[config.mk]
export PLATFORM = sky130hd
export DESIGN_NAME = universal_shift_register
export DESIGN_NICKNAME = d
export VERILOG_FILES = /design/src/rtl/usr_pkg.sv /design/src/rtl/usr_shift_core.sv /design/src/rtl/universal_shift_register.sv
export SDC_FILE = /design/constraint.sdc
export NUM_CORES = 1
export LEC_CHECK = 0
export ABC_AREA = 0
export BUFFER_PORTS_ARGS = -buffer_cell sky130_fd_sc_hd__buf_2
export CORE_UTILIZATION = 50
export DETAILED_ROUTE_END_ITERATION = 10
export PLACE_DENSITY = 0.75
export SYNTH_ARGS = -nofsm -noshare
export SYNTH_HDL_FRONTEND = slang
export SYNTH_SLANG_ARGS = --single-unit
[constraint.sdc]
create_clock -name clock -period 2 [get_ports clock]
set_input_delay 0.1 -clock clock [delete_from_list [all_inputs] [get_ports clock]]
set_output_delay 0.1 -clock clock [all_outputs]
set_load 0.005 [all_outputs]
[src/rtl/usr_pkg.sv]
// Purpose: shared op codes and burst FSM states for the universal shift register.
// Latency: n/a (types and constants only).
// Backpressure: n/a.
package usr_pkg;

  // Operation codes; values match the 3-bit op field driven by callers.
  typedef enum logic [2:0] {
    USR_HOLD  = 3'd0,
    USR_SHL   = 3'd1,
    USR_SHR   = 3'd2,
    USR_ROL   = 3'd3,
    USR_ROR   = 3'd4,
    USR_ASR   = 3'd5,
    USR_LOAD  = 3'd6,
    USR_CLEAR = 3'd7
  } usr_op_e;

  // Burst engine states.
  typedef enum logic [1:0] {
    IDLE = 2'd0,
    RUN  = 2'd1,
    DONE = 2'd2
  } usr_state_e;

endpackage : usr_pkg

[src/rtl/usr_shift_core.sv]
// Purpose: next-value function of the universal shift register for one operation.
// Latency: purely combinational, zero cycles.
// Backpressure: none; evaluated every cycle, the caller decides whether to commit.
//
// Ports:
//   op_i     operation to evaluate
//   dout_i   current register contents
//   sin_l_i  serial bit entering at the MSB (SHR)
//   sin_r_i  serial bit entering at the LSB (SHL)
//   pdin_i   parallel load data (LOAD)
//   next_o   value the register takes if op_i is applied
module usr_shift_core
  import usr_pkg::*;
#(
  parameter int WIDTH = 8
) (
  input  usr_op_e          op_i,
  input  logic [WIDTH-1:0] dout_i,
  input  logic             sin_l_i,
  input  logic             sin_r_i,
  input  logic [WIDTH-1:0] pdin_i,
  output logic [WIDTH-1:0] next_o
);

  always_comb begin
    next_o = dout_i;
    case (op_i)
      USR_HOLD:  next_o = dout_i;
      USR_SHL:   next_o = {dout_i[WIDTH-2:0], sin_r_i};
      USR_SHR:   next_o = {sin_l_i, dout_i[WIDTH-1:1]};
      USR_ROL:   next_o = {dout_i[WIDTH-2:0], dout_i[WIDTH-1]};
      USR_ROR:   next_o = {dout_i[0], dout_i[WIDTH-1:1]};
      USR_ASR:   next_o = {dout_i[WIDTH-1], dout_i[WIDTH-1:1]};
      USR_LOAD:  next_o = pdin_i;
      USR_CLEAR: next_o = '0;
      default:   next_o = dout_i;
    endcase
  end

endmodule : usr_shift_core

[src/rtl/universal_shift_register.sv]
// Purpose: WIDTH-bit universal shift register with single-step strobe and counted burst engine.
// Latency: single step visible after one edge; burst of N ends with done N+1 edges after start.
// Backpressure: start/en are only honoured in IDLE or DONE; requests while busy are dropped.
//
// Ports:
//   clock, rst      rising-edge clock, synchronous active-high reset
//   op, en          operation code and single-step strobe (used when not busy)
//   start, count    burst request and length (count=0 completes immediately)
//   sin_l, sin_r    serial inputs entering at MSB / LSB, sampled live
//   pdin            parallel load data, sampled live
//   dout            register contents; sout_l/sout_r are its MSB/LSB taps
//   busy, done      burst in progress / one-cycle completion pulse
module universal_shift_register
  import usr_pkg::*;
#(
  parameter int WIDTH = 8,  // must be >= 2
  parameter int CNT_W = 4
) (
  input  logic             clock,
  input  logic             rst,
  input  logic [2:0]       op,
  input  logic             en,
  input  logic             start,
  input  logic [CNT_W-1:0] count,
  input  logic             sin_l,
  input  logic             sin_r,
  input  logic [WIDTH-1:0] pdin,
  output logic [WIDTH-1:0] dout,
  output logic             sout_l,
  output logic             sout_r,
  output logic             busy,
  output logic             done
);

  usr_state_e       state_q, state_d;
  logic [CNT_W-1:0] cnt_q, cnt_d;
  usr_op_e          op_q, op_d;
  logic [WIDTH-1:0] dout_q, dout_d;

  usr_op_e          op_live;
  usr_op_e          core_op;
  logic [WIDTH-1:0] core_next;
  logic             running;

  assign op_live = usr_op_e'(op);
  assign running = (state_q == RUN);

  // One shift core serves both paths: the latched op drives it during a
  // burst, the live op otherwise.
  assign core_op = running ? op_q : op_live;

  usr_shift_core #(
    .WIDTH (WIDTH)
  ) u_core (
    .op_i    (core_op),
    .dout_i  (dout_q),
    .sin_l_i (sin_l),
    .sin_r_i (sin_r),
    .pdin_i  (pdin),
    .next_o  (core_next)
  );

  // State register.
  always_ff @(posedge clock) begin
    if (rst) begin
      state_q <= IDLE;
    end else begin
      state_q <= state_d;
    end
  end

  // Next-state logic. DONE accepts requests exactly like IDLE so bursts can
  // run back to back without an idle gap.
  always_comb begin
    state_d = state_q;
    case (state_q)
      IDLE, DONE: begin
        if (start) begin
          state_d = (count != '0) ? RUN : DONE;
        end else begin
          state_d = IDLE;
        end
      end
      RUN: begin
        if (cnt_q == CNT_W'(1)) begin
          state_d = DONE;
        end
      end
      default: state_d = IDLE;
    endcase
  end

  // Output logic.
  always_comb begin
    busy = (state_q == RUN);
    done = (state_q == DONE);
  end

  // Datapath next-state: start has priority over en when not busy.
  always_comb begin
    dout_d = dout_q;
    cnt_d  = cnt_q;
    op_d   = op_q;
    if (running) begin
      dout_d = core_next;
      cnt_d  = cnt_q - CNT_W'(1);
    end else if (start) begin
      if (count != '0) begin
        op_d  = op_live;
        cnt_d = count;
      end
    end else if (en) begin
      dout_d = core_next;
    end
  end

  always_ff @(posedge clock) begin
    if (rst) begin
      dout_q <= '0;
      cnt_q  <= '0;
      op_q   <= USR_HOLD;
    end else begin
      dout_q <= dout_d;
      cnt_q  <= cnt_d;
      op_q   <= op_d;
    end
  end

  assign dout   = dout_q;
  assign sout_l = dout_q[WIDTH-1];
  assign sout_r = dout_q[0];

endmodule : universal_shift_register

; ---- Word-level counts from Yosys, hierarchy flattened
; Cells that the tools add are included.
[totals]
input_bits = 21
output_inout_bits = 12
elab_cells = 40
register_bits = 17
[classes]
muxes = 12
n_reduce_logical = 10
n_eq_ne = 12
bitwise = 1
add_sub_neg = 1
[ops]
columns = operator, count
row1 = 8-bit case mux with 8 select lines, 1
row2 = 8-bit 2-to-1 mux, 3
row3 = "3-bit equality test, second input constant", 4
row4 = 4-bit 2-to-1 mux, 3
row5 = "3-bit by 2-bit equality test with 1-bit output, second input constant", 2
row6 = 2-bit 2-to-1 mux, 3
row7 = 2-bit nonzero test, 3
row8 = "4-bit by 1-bit equality test with 1-bit output, second input constant", 1
row9 = "2-bit by 1-bit != test with 1-bit output, second input constant", 2
row10 = 2-bit case mux with 2 select lines, 1
row11 = 2-bit AND reduction, 2
row12 = 4-bit nonzero test, 1
row13 = "4-bit by 1-bit subtractor with 4-bit output, second input constant", 1
row14 = "3-bit by 1-bit equality test with 1-bit output, second input constant", 1
row15 = 3-bit zero test, 1
row16 = 3-bit 2-to-1 mux, 1
row17 = 3-bit AND reduction, 1
row18 = "2-bit by 1-bit equality test with 1-bit output, second input constant", 1
row19 = "2-bit equality test, second input constant", 1
row20 = 2-bit zero test, 1
row21 = 2-bit OR reduction, 1
row22 = 1-bit inverter, 1

; ---- Depth between registers and ports, before layout
; Gate-level depths: netlist of run 1.
[depth]
word_depth = 7
ltp_mapped = 8
ltp_nobuf = 6

; ---- By module
; Synthesis of run 1 repeated with hierarchy kept, for this count alone.
[hier_totals]
cells_unflattened = 156
hier_area_um2 = 1262.5
[modules_own_cells]
columns = module, area_each_um2, seq_area_each_um2, cells_each, n_inst
row1 = universal_shift_register, 855.8, 340.3, 103, 1
row2 = usr_shift_core, 406.6, 0.0, 53, 1

; ---- Worst setup path after synthesis of run 1
; No wires, ideal clock.
[synth_timing]
kind = register to register
from = register state_q[1]
to = register dout_q[7], in the netlist dout[7]
stages_incl_launch_ff = 8
setup_ns = 0.115
synth_period_minus_slack_ns = 1.623
t_arrival_ns = 1.509
slack_ns = 0.377
path_buffers = 2
required_ns = 1.885
cell_sequence = dfxtp_1 > nand2b_1 > buf_6 > buf_6 > mux2_4 > xnor2_1 > o31a_1 > o21a_1
[synth_via]
elab_chain_len = 7
elab_cells_between_ends = 17
cone_classes = eq/ne: 9 / mux: 5 / reduce/logical: 3
[synth_lines]
columns = element, line_no
row1 = start: declaration, universal_shift_register.sv:35  ; usr_state_e state_q, state_d;
row2 = start signal: assignment, universal_shift_register.sv:68  ; state_q <= state_d;
row3 = 2-bit by 1-bit equality test with 1-bit output *, universal_shift_register.sv:46  ; assign running = (state_q == RUN);
row4 = 3-bit 2-to-1 mux, universal_shift_register.sv:50  ; assign core_op = running ? op_q : op_live;
row5 = 3-bit equality test (tied with other cells), usr_shift_core.sv:27  ; case (op_i)
row6 = 8-bit case mux with 8 select lines, usr_shift_core.sv:27
row7 = 8-bit 2-to-1 mux, universal_shift_register.sv:112  ; end else if (en) begin
row8 = 8-bit 2-to-1 mux, universal_shift_register.sv:107  ; end else if (start) begin
row9 = 8-bit 2-to-1 mux, universal_shift_register.sv:104  ; if (running) begin
row10 = end signal: assignment, universal_shift_register.sv:123  ; dout_q <= dout_d;
row11 = end: declaration, universal_shift_register.sv:38  ; logic [WIDTH-1:0] dout_q, dout_d;
; Every way passes the cells marked *; elsewhere a longest branch is shown, timed or not. The select of a mux whose other input is x is not followed.
; A chain may end at the register's enable or synchronous reset.

; ---- Worst setup path in the final report of run 1
[layout_timing]
from = register state_q[1]
to = register dout_q[3], in the netlist dout[3]
; The elaborated chain is that of the path after synthesis.

==> flow_metrics.tcl, run 1 <==
set metrics [dict create \
    rsz0062_at_grt "false" \
    hold_viol_final 0 \
    power_density_nw_per_um2 697 \
    regToRegEndpoint "dout[3]$_SDFFE_PP0P_" \
    cap_viol_max_count 0 \
    area_growth_pct 22.6 \
    placed_cells 194 \
    ir_worst_vdd_v 0.000514 \
    cts.sinks 17 \
    cts_tree "built" \
    worstPathArrival_ps 2010 \
    placed_cell_area_sq_um 1370 \
    final_cell_area_sq_um 1410 \
    worstSetupEndpointType "flop" \
    tightestPinTransition_ps 357 \
    io_buffers 32 \
    hold_path.class "input port to flop" \
    synth_area_leaders "dfxtp_1 (30%), a211oi_1 (6.6%), nor2_1 (5.2%)" \
    mappedNetlistArea_sq_um 1150 \
    h-tree-depth 1 \
    ys_ff_latch 17 \
    synthCells 133 \
    fillers 167 \
    worstPathRequired_ps 2180 \
    sequentialPowerShare_pct 42.8 \
    dpl.hpwl_mm 2.20 \
    die_y_um 49.9 \
    grt_pass1_wl_mm 5.09 \
    synth-simple-area-share_pct 16.9 \
    p_leak_nw 0.623 \
    synth_nets 156 \
    final.period_utilization_pct 91.8 \
    num_vias 1183 \
    grtUsageMet3_pct 3.70 \
    holdPathStages 3 \
    synth_top_area_share_pct 29.7 \
    async_reset_ff_share_pct 0 \
    rows 16 \
    drcViolationCount 0 \
    drive_above_1_share_pct 33.9 \
    grt_use_met1_pct 37.9 \
    post-route-util_pct 68.1 \
    synth_common_cells "dfxtp_1 (17), nor2_1 (16), nand2_1 (12)" \
    power_mw 0.979 \
    drtPass1Iterations 4 \
    synthMuxAreaShare_pct 10.6 \
    setup.worst_path.start_class "flop" \
    grt_use_met2_pct 39.4 \
    fin_crit_ps 1840 \
    power_frac_clock_pct 19.8 \
    die_w_um 49.9 \
    ys.flop_type "dfxtp_1" \
    drv_slew 0 \
    synth_area_per_cell_sq_um 8.62 \
    p_comb_share_pct 37.4 \
    setup_viol 0 \
    drtIter0Drc 41 \
    crit_path_max_fanout 14 \
    crit_type "flop to flop" \
    p_int_mw 0.631 \
    switching_share_pct 35.6 \
    worstHoldStart "op[2]" \
    antenna_found_initial 0 \
    max_freq_mhz 545 \
    viasPerCell 5.97 \
    ctsHoldBuffers 0 \
    overflow 0 \
    cts-root-buf "clkbuf_4" \
    die_area_sq_um 2490 \
    synth_edf_count 0 \
    cts_setup_buffers 0 \
    synth_area_leader_cell "dfxtp_1" \
    yosysMostFrequentCell "dfxtp_1" \
    grt_max_degree 19 \
    clockBufferDepth 2 \
    fin_tns_setup_ps 0 \
    synth_top_family_by_area "compound AO/OA/AOI/OAI gates" \
    initial_core_util_pct 55.6 \
    slew_headroom_pct 76.2 \
    whs_endpoint "op_q[2]$_SDFFE_PP0P_" \
    grt_usage_pct 26.5 \
    r2r_cells 7 \
    synth_adder_area_share_pct 2.18 \
    switchingPower_mw 0.348 \
    n_antenna_cell 0 \
    grt_pass1_vias 1114 \
    gp_congestion 0.859 \
    ant_nets 0 \
    nets 195 \
    synthXorXnorAreaFrac_pct 0.764 \
    clk_latency_ps 290 \
    finalNonFillerCells 198 \
    wl_per_cell_um 15.2 \
    yosys_warnings 0 \
    rrSetupSlack_ps 160 \
    core-area_sq_um 2060 \
    top_usage_layer "met2" \
    synth.distinct_cells 42 \
    yosysSeqAreaShare_pct 29.7 \
    ios 33 \
    fin_skew_ps 4.33 \
    status "completed" \
    r2r_start "state_q[1]$_SDFFE_PP0P_" \
    clk_pin_slew_ps 110 \
    cts_buffers 3 \
    synth_compound_area_share_pct 33.2 \
    wl_mm 3.01 \
]
[how the worst max path moves through the flow]
stage	slack [ps]	startpoint	end
4_1_cts	110	state_q[1]$_SDFFE_PP0P_	dout[3]$_SDFFE_PP0P_
5_1_grt	10	state_q[0]$_SDFFE_PP0P_	dout[1]$_SDFFE_PP0P_
6_report	160	state_q[1]$_SDFFE_PP0P_	dout[3]$_SDFFE_PP0P_
3_5_place_dp	110	state_q[1]$_SDFFE_PP0P_	dout[3]$_SDFFE_PP0P_
2_1_floorplan	380	state_q[1]$_SDFFE_PP0P_	dout[7]$_SDFFE_PP0P_
3_3_place_gp	180	state_q[1]$_SDFFE_PP0P_	dout[3]$_SDFFE_PP0P_
[per-stage QoR]
stage / hold WS [ps] / setup slack [ps]
final: 87.8 / 165
after detailed placement: 396 / 107
after global placement: 383 / 183
after CTS: 80.3 / 107
after floorplan: 236 / 377
after global routing: 101 / 14.8
[sequential cells by signal, indices dropped and copies added, names as in the netlist]
signal and flops:
dout 8, cnt_q 4, op_q 3, state_q 2
[metal layers]
layer,vias to the layer above,wire (um),share of wire [%]
met5,-,0,0
met4,0,45,1.5
met3,6,167,5.5
met2,49,1390,46
met1,553,1410,47
li1,575,-,-
[logic make-up after synthesis]
| kind of cell | after synthesis |
|---|---|
| flip-flops | 17 |
| XOR/XNOR | 1 |
| AND/OR/NAND/NOR | 41 |
| adder cells (fa/ha/maj) | 2 |
| multiplexers | 9 |
| buffers and inverters | 14 |
| AO/OA/AOI/OAI | 49 |
[what timing repair did]
item                                   in CTS  in global routing
setup endpoints to repair                   0                  6
gates resized for setup                     0                  1
endpoints found under the hold margin       0                  0
[power by group through the flow]
stage	clock, mW	sequential (mW)	combinational (mW)
finish	0.194	0.419	0.366
global route	0.206	0.426	0.404
floorplan	0	0.419	0.239
global placement	0	0.423	0.347
detailed placement	0	0.426	0.357
CTS	0.196	0.418	0.358
[critical path: stages (launching register included)]
cell      delay (ps)
dfxtp_1          320
nand2b_1         230
buf_12           200
a31oi_2          310
nor2_1           120
buf_4            180
a221oi_1         250
a211oi_1         110
[layout by cell type, fill, tap and decap left out, types with 2 or more instances in the layout]
master	instances
a211oi_1	10
a21o_1	6
a21oi_1	9
a221oi_1	6
a31oi_1	2
a31oi_2	2
buf_2	32
buf_4	8
clkbuf_4	3
dfxtp_1	17
ha_1	2
inv_1	7
mux2_4	2
mux2i_1	3
mux2i_4	2
nand2_1	12
nand2b_1	2
nand3_1	3
nor2_1	16
o21ai_0	4
o41ai_2	2
[final cells by class]
class                      instances  area [sq um]  share of cell area (%)
multi-input combinational        102           738                    52.5
sequential                        17           340                    24.2
timing repair buffer              41           240                    17.1
tap                               27          33.8                    2.40
clock buffer                       4          26.3                    1.87
inverter                           7          26.3                    1.87
No activity file was read; power rests on OpenSTA's default activity.
==> run 2, diff against run 1 <==
--- a/config.mk
+++ b/config.mk
@@ -8,6 +8,7 @@
 export ABC_AREA = 0
 export BUFFER_PORTS_ARGS = -buffer_cell sky130_fd_sc_hd__buf_2
 export CORE_UTILIZATION = 50
+export CTS_BUF_LIST = sky130_fd_sc_hd__clkbuf_16
 export DETAILED_ROUTE_END_ITERATION = 10
 export PLACE_DENSITY = 0.75
 export SYNTH_ARGS = -nofsm -noshare
==> run 2 against run 1 <==
Effect of this change:
- first-iteration DRC count is 12% higher
- non-clock buffer count stayed put
- critical path depth is 1 lower
- maximum frequency is 1.4% higher
- cell area is 4.4% higher
- utilization is 3.0 points higher
- global-route usage is 0.52 points higher
- cell count stayed put
- worst hold slack better by 50 ps
- setup slack better by 25 ps
- largest power group unchanged
==> flow_metrics.tcl, run 2 (synthesis results as in run 1) <==
set metrics [dict create \
    crit_slowest_cell "mux2_4" \
    ir_worst_vdd_v 0.000503 \
    r2r_cells 6 \
    dpl.hpwl_mm 2.20 \
    post-route-util_pct 71.1 \
    core-area_sq_um 2060 \
    cts_setup_buffers 0 \
    crit_type "flop to flop" \
    worstPathArrival_ps 1970 \
    rrSetupSlack_ps 190 \
    nets 195 \
    worstSetupEndpointType "flop" \
    setup.worst_path.start_class "flop" \
    area_growth_pct 27.9 \
    slew_headroom_pct 75.9 \
    power_mw 1.20 \
    startpoint "state_q[1]$_SDFFE_PP0P_" \
    n_antenna_cell 0 \
    rows 16 \
    worst_slack_ps 190 \
    hold_viol_final 0 \
    power_density_nw_per_um2 816 \
    final_common_cell "buf_2" \
    gp_congestion 0.859 \
    top_usage_layer "met2" \
    crit_path_end "dout[1]$_SDFFE_PP0P_" \
    drv_slew 0 \
    grt_use_met1_pct 38.7 \
    clk_pin_slew_ps 50 \
    worstPathRequired_ps 2160 \
    critical_path.cell_chain "nand2b_1 > buf_12 > mux2_4 > mux2i_4 > a221oi_1 > a211oi_1" \
    grtUsageMet3_pct 2.78 \
    grt_max_degree 19 \
    die_w_um 49.9 \
    cts_tree "built" \
    cap_viol_max_count 0 \
    drtIter0Drc 46 \
    num_vias 1180 \
    final.period_utilization_pct 90.5 \
    largest_reg_flops 8 \
    status "completed" \
    h-tree-depth 1 \
    setup_viol 0 \
    ctsHoldBuffers 0 \
    fin_skew_ps 3.43 \
    grt_pass1_wl_mm 5.21 \
    layout_common_cells "buf_2 (32), dfxtp_1 (17), nor2_1 (16)" \
    viasPerCell 5.96 \
    regToRegEndpoint "dout[1]$_SDFFE_PP0P_" \
    cts.sinks 17 \
    ant_nets 0 \
    crit_path_max_fanout 14 \
    ios 33 \
    io_buffers 32 \
    slowest_delay_ps 360 \
    fin_tns_setup_ps 0 \
    rsz0062_at_grt "false" \
    fin_crit_ps 1810 \
    preCtsSetupSlack_ps 107 \
    clk_latency_ps 250 \
    drtPass1Iterations 4 \
    p_leak_nw 0.652 \
    wl_per_cell_um 15.6 \
    max_freq_mhz 552 \
    die_y_um 49.9 \
    initial_core_util_pct 55.6 \
    grt_pass1_vias 1119 \
    overflow 0 \
    cts_buffers 3 \
    drive_above_1_share_pct 33.9 \
    wl_mm 3.08 \
    cts.repair.resized 0 \
    antenna_found_initial 0 \
    grt_use_met2_pct 40.5 \
    r2r_start "state_q[1]$_SDFFE_PP0P_" \
    hold_path.class "input port to flop" \
    cts-root-buf "clkbuf_16" \
    tightestPinTransition_ps 361 \
    drcViolationCount 0 \
    clockBufferDepth 2 \
    die_area_sq_um 2490 \
    grt_usage_pct 27.0 \
]
==> run 2: cell types whose count changed in the layout (fill, tap and decap cells not counted) <==
cell | before | now
a31oi_2 | 2 | 1
a31oi_4 | 0 | 1
clkbuf_1 | 1 | 0
clkbuf_16 | 0 | 3
clkbuf_4 | 3 | 0
inv_1 | 7 | 8
==> run 2: how the worst min path moves through the flow <==
| stage | cells after the start | slack, ps | to | start |
|---|---|---|---|---|
| 4_1_cts | 3 | 140 | op_q[2]$_SDFFE_PP0P_ | op[2] |
| 3_3_place_gp | 3 | 380 | op_q[2]$_SDFFE_PP0P_ | op[2] |
| 6_report | 3 | 140 | op_q[2]$_SDFFE_PP0P_ | op[2] |
| 2_1_floorplan | 2 | 240 | op_q[0]$_SDFFE_PP0P_ | op[0] |
| 3_5_place_dp | 3 | 400 | op_q[2]$_SDFFE_PP0P_ | op[2] |
| 5_1_grt | 3 | 160 | op_q[2]$_SDFFE_PP0P_ | op[2] |
==> run 2: power by group <==
part,total [mW],switching (mW),internal [mW]
combinational,0.370,0.192,0.178
sequential,0.421,0.0429,0.378
clock,0.406,0.140,0.266
==> run 2: stage by stage <==
stage | cells | cell area [sq um] | hold WS (ps)
after detailed placement | 194 | 1370 | 396
after CTS | 198 | 1450 | 135
after floorplan | 133 | 1150 | 236
after global routing | 198 | 1470 | 161
after global placement | 194 | 1370 | 383
final | 198 | 1470 | 138
==> run 2: cell type report <==
type                       instances  area, sq um
timing repair buffer              41          240
inverter                           7         26.3
clock buffer                       3         75.1
fill                             154          596
clock inverter                     1         3.75
tap                               27         33.8
sequential                        17          340
multi-input combinational        102          747
==> run 2: critical path: cells and delay by family (launching register included) <==
family | cells | cell delay (ps)
AO/OA/AOI/OAI | 2 | 360
multiplexers | 2 | 610
AND/OR/NAND/NOR | 1 | 240
buffers and inverters | 1 | 190
flip-flops | 1 | 320
==> run 2: layer usage <==
metal  up-vias  part of all wire, %
met5         -                    0
met2        60                   46
met1       539                   46
li1        571                    -
met3        10                  6.5
met4         0                  2.0
==> run 3, diff against run 2 <==
--- a/config.mk
+++ b/config.mk
@@ -6,7 +6,7 @@
 export NUM_CORES = 1
 export LEC_CHECK = 0
 export ABC_AREA = 0
-export BUFFER_PORTS_ARGS = -buffer_cell sky130_fd_sc_hd__buf_2
+export BUFFER_PORTS_ARGS = -buffer_cell sky130_fd_sc_hd__clkbuf_2
 export CORE_UTILIZATION = 50
 export CTS_BUF_LIST = sky130_fd_sc_hd__clkbuf_16
 export DETAILED_ROUTE_END_ITERATION = 10
==> run 3 against run 2 <==
Effect of this change:
- maximum frequency shrank 0.35%
- critical path type unchanged
- count of clock-buffer cells in the layout did not move
- clock skew down 2.6 ps
- die area unchanged
- setup slack lost 6.4 ps
- cell area did not move
- critical endpoint is now dout[7]$_SDFFE_PP0P_
- flip-flop and latch count is the same
==> flow_metrics.tcl, run 3 (synthesis results as in run 1) <==
set metrics [dict create \
    fin_crit_ps 1820 \
    wl_mm 2.97 \
    drtIter0Drc 33 \
    crit_path_max_fanout 14 \
    max_freq_mhz 550 \
    io_buffers 32 \
    drv_slew 0 \
    power_mw 1.19 \
    cts_tree "built" \
    finalNonFillerCells 198 \
    rrSetupSlack_ps 180 \
    rows 16 \
    hold_viol_final 0 \
    cap_viol_max_count 0 \
    hold_path.class "input port to flop" \
    drive_above_1_share_pct 33.9 \
    status "completed" \
    core-area_sq_um 2060 \
    die_y_um 49.9 \
    worstSetupEndpointType "flop" \
    nets 195 \
    p_leak_nw 0.649 \
    drtPass1Iterations 4 \
    setup.worst_path.start_class "flop" \
    regToRegEndpoint "dout[7]$_SDFFE_PP0P_" \
    power_density_nw_per_um2 809 \
    setup_viol 0 \
    drcViolationCount 0 \
    slew_headroom_pct 73.6 \
    die_w_um 49.9 \
    cts_buffers 3 \
    ant_nets 0 \
    grt_usage_pct 25.1 \
    gp_congestion 0.860 \
    rsz0062_at_grt "false" \
    grt_pass1_wl_mm 4.80 \
    ios 33 \
    h-tree-depth 1 \
    fin_tns_setup_ps 0 \
    num_vias 1184 \
    dpl.hpwl_mm 2.11 \
    final_common_cell "clkbuf_2" \
    fin_skew_ps 0.790 \
    crit_type "flop to flop" \
    n_antenna_cell 0 \
    worstPathRequired_ps 2140 \
    clockBufferDepth 2 \
    ctsHoldBuffers 0 \
    grt_pass1_vias 1021 \
    r2r_cells 6 \
    ir_worst_vdd_v 0.000512 \
    startpoint "state_q[1]$_SDFFE_PP0P_" \
    final.period_utilization_pct 90.8 \
    layout_common_cells "clkbuf_2 (32), dfxtp_1 (17), nor2_1 (16)" \
    fillers 158 \
    area_growth_pct 27.9 \
    antenna_found_initial 0 \
    largest_reg_flops 8 \
    tightestPinTransition_ps 392 \
    die_area_sq_um 2490 \
    wl_per_cell_um 15.0 \
    placed_cells 194 \
    clk_pin_slew_ps 50 \
    overflow 0 \
    clk_latency_ps 240 \
    cts-root-buf "clkbuf_16" \
    initial_core_util_pct 55.6 \
    grt_max_degree 19 \
    r2r_start "state_q[1]$_SDFFE_PP0P_" \
    cts.sinks 17 \
    crit_path_end "dout[7]$_SDFFE_PP0P_" \
    viasPerCell 5.98 \
    worstPathArrival_ps 1960 \
]
-- run 3: repair_timing --
item | in CTS | in global routing
setup endpoints to repair | 0 | 6
gates resized for setup | 0 | 2
setup buffers | 0 | 0
-- run 3: area by class of cell --
| type | count | area (sq um) | area share, % |
|---|---|---|---|
| Inverter | 7 | 26.3 | 1.79 |
| Sequential cell | 17 | 340 | 23.2 |
| Clock inverter | 1 | 3.75 | 0.256 |
| Timing Repair Buffer | 41 | 240 | 16.4 |
| Tap cell | 27 | 33.8 | 2.30 |
| Clock buffer | 3 | 75.1 | 5.12 |
| Multi-Input combinational cell | 102 | 747 | 50.9 |
-- run 3: worst min-delay path by stage --
stage / slack (ps) / to / startpoint / depth (start not counted)
after floorplan: 240 / op_q[0]$_SDFFE_PP0P_ / op[0] / 2
final: 140 / op_q[2]$_SDFFE_PP0P_ / op[2] / 3
after global placement: 380 / op_q[2]$_SDFFE_PP0P_ / op[2] / 3
after CTS: 140 / op_q[2]$_SDFFE_PP0P_ / op[2] / 3
after global routing: 160 / op_q[2]$_SDFFE_PP0P_ / op[2] / 3
after detailed placement: 400 / op_q[2]$_SDFFE_PP0P_ / op[2] / 3
-- run 3: per-layer routing --
layer  share of wire (%)  GRT usage [%]  vias to the layer above  wire length [um]
met4                 1.2           10.0                        0                35
met3                 4.5           3.70                        4               133
met5                   0              0                        -                 0
met1                  47           34.7                      557              1410
li1                    -              -                      578                 -
met2                  47           38.7                       45              1390
-- run 3: metrics by stage --
step	cell area, sq um	setup slack, ps	hold WS [ps]	utilization (%)
2_1_floorplan	1150	377	236	-
3_3_place_gp	1370	176	381	66.4
3_5_place_dp	1370	124	396	66.4
4_1_cts	1450	88.7	141	70.3
5_1_grt	1470	8.18	155	71.1
6_report	1470	183	144	71.1
-- run 3: critical path, cell delays in order (launching register included) --
cell and delay [ps]:
dfxtp_1 330, nand2b_1 250, buf_12 190, mux2_4 380, xnor2_1 180, o31a_1 280, o21a_1 100
-- run 3: power breakdown --
part / switching (mW) / internal [mW]
Combinational: 0.193 / 0.178
Sequential: 0.0431 / 0.378
Clock: 0.130 / 0.265
Total: 0.366 / 0.821
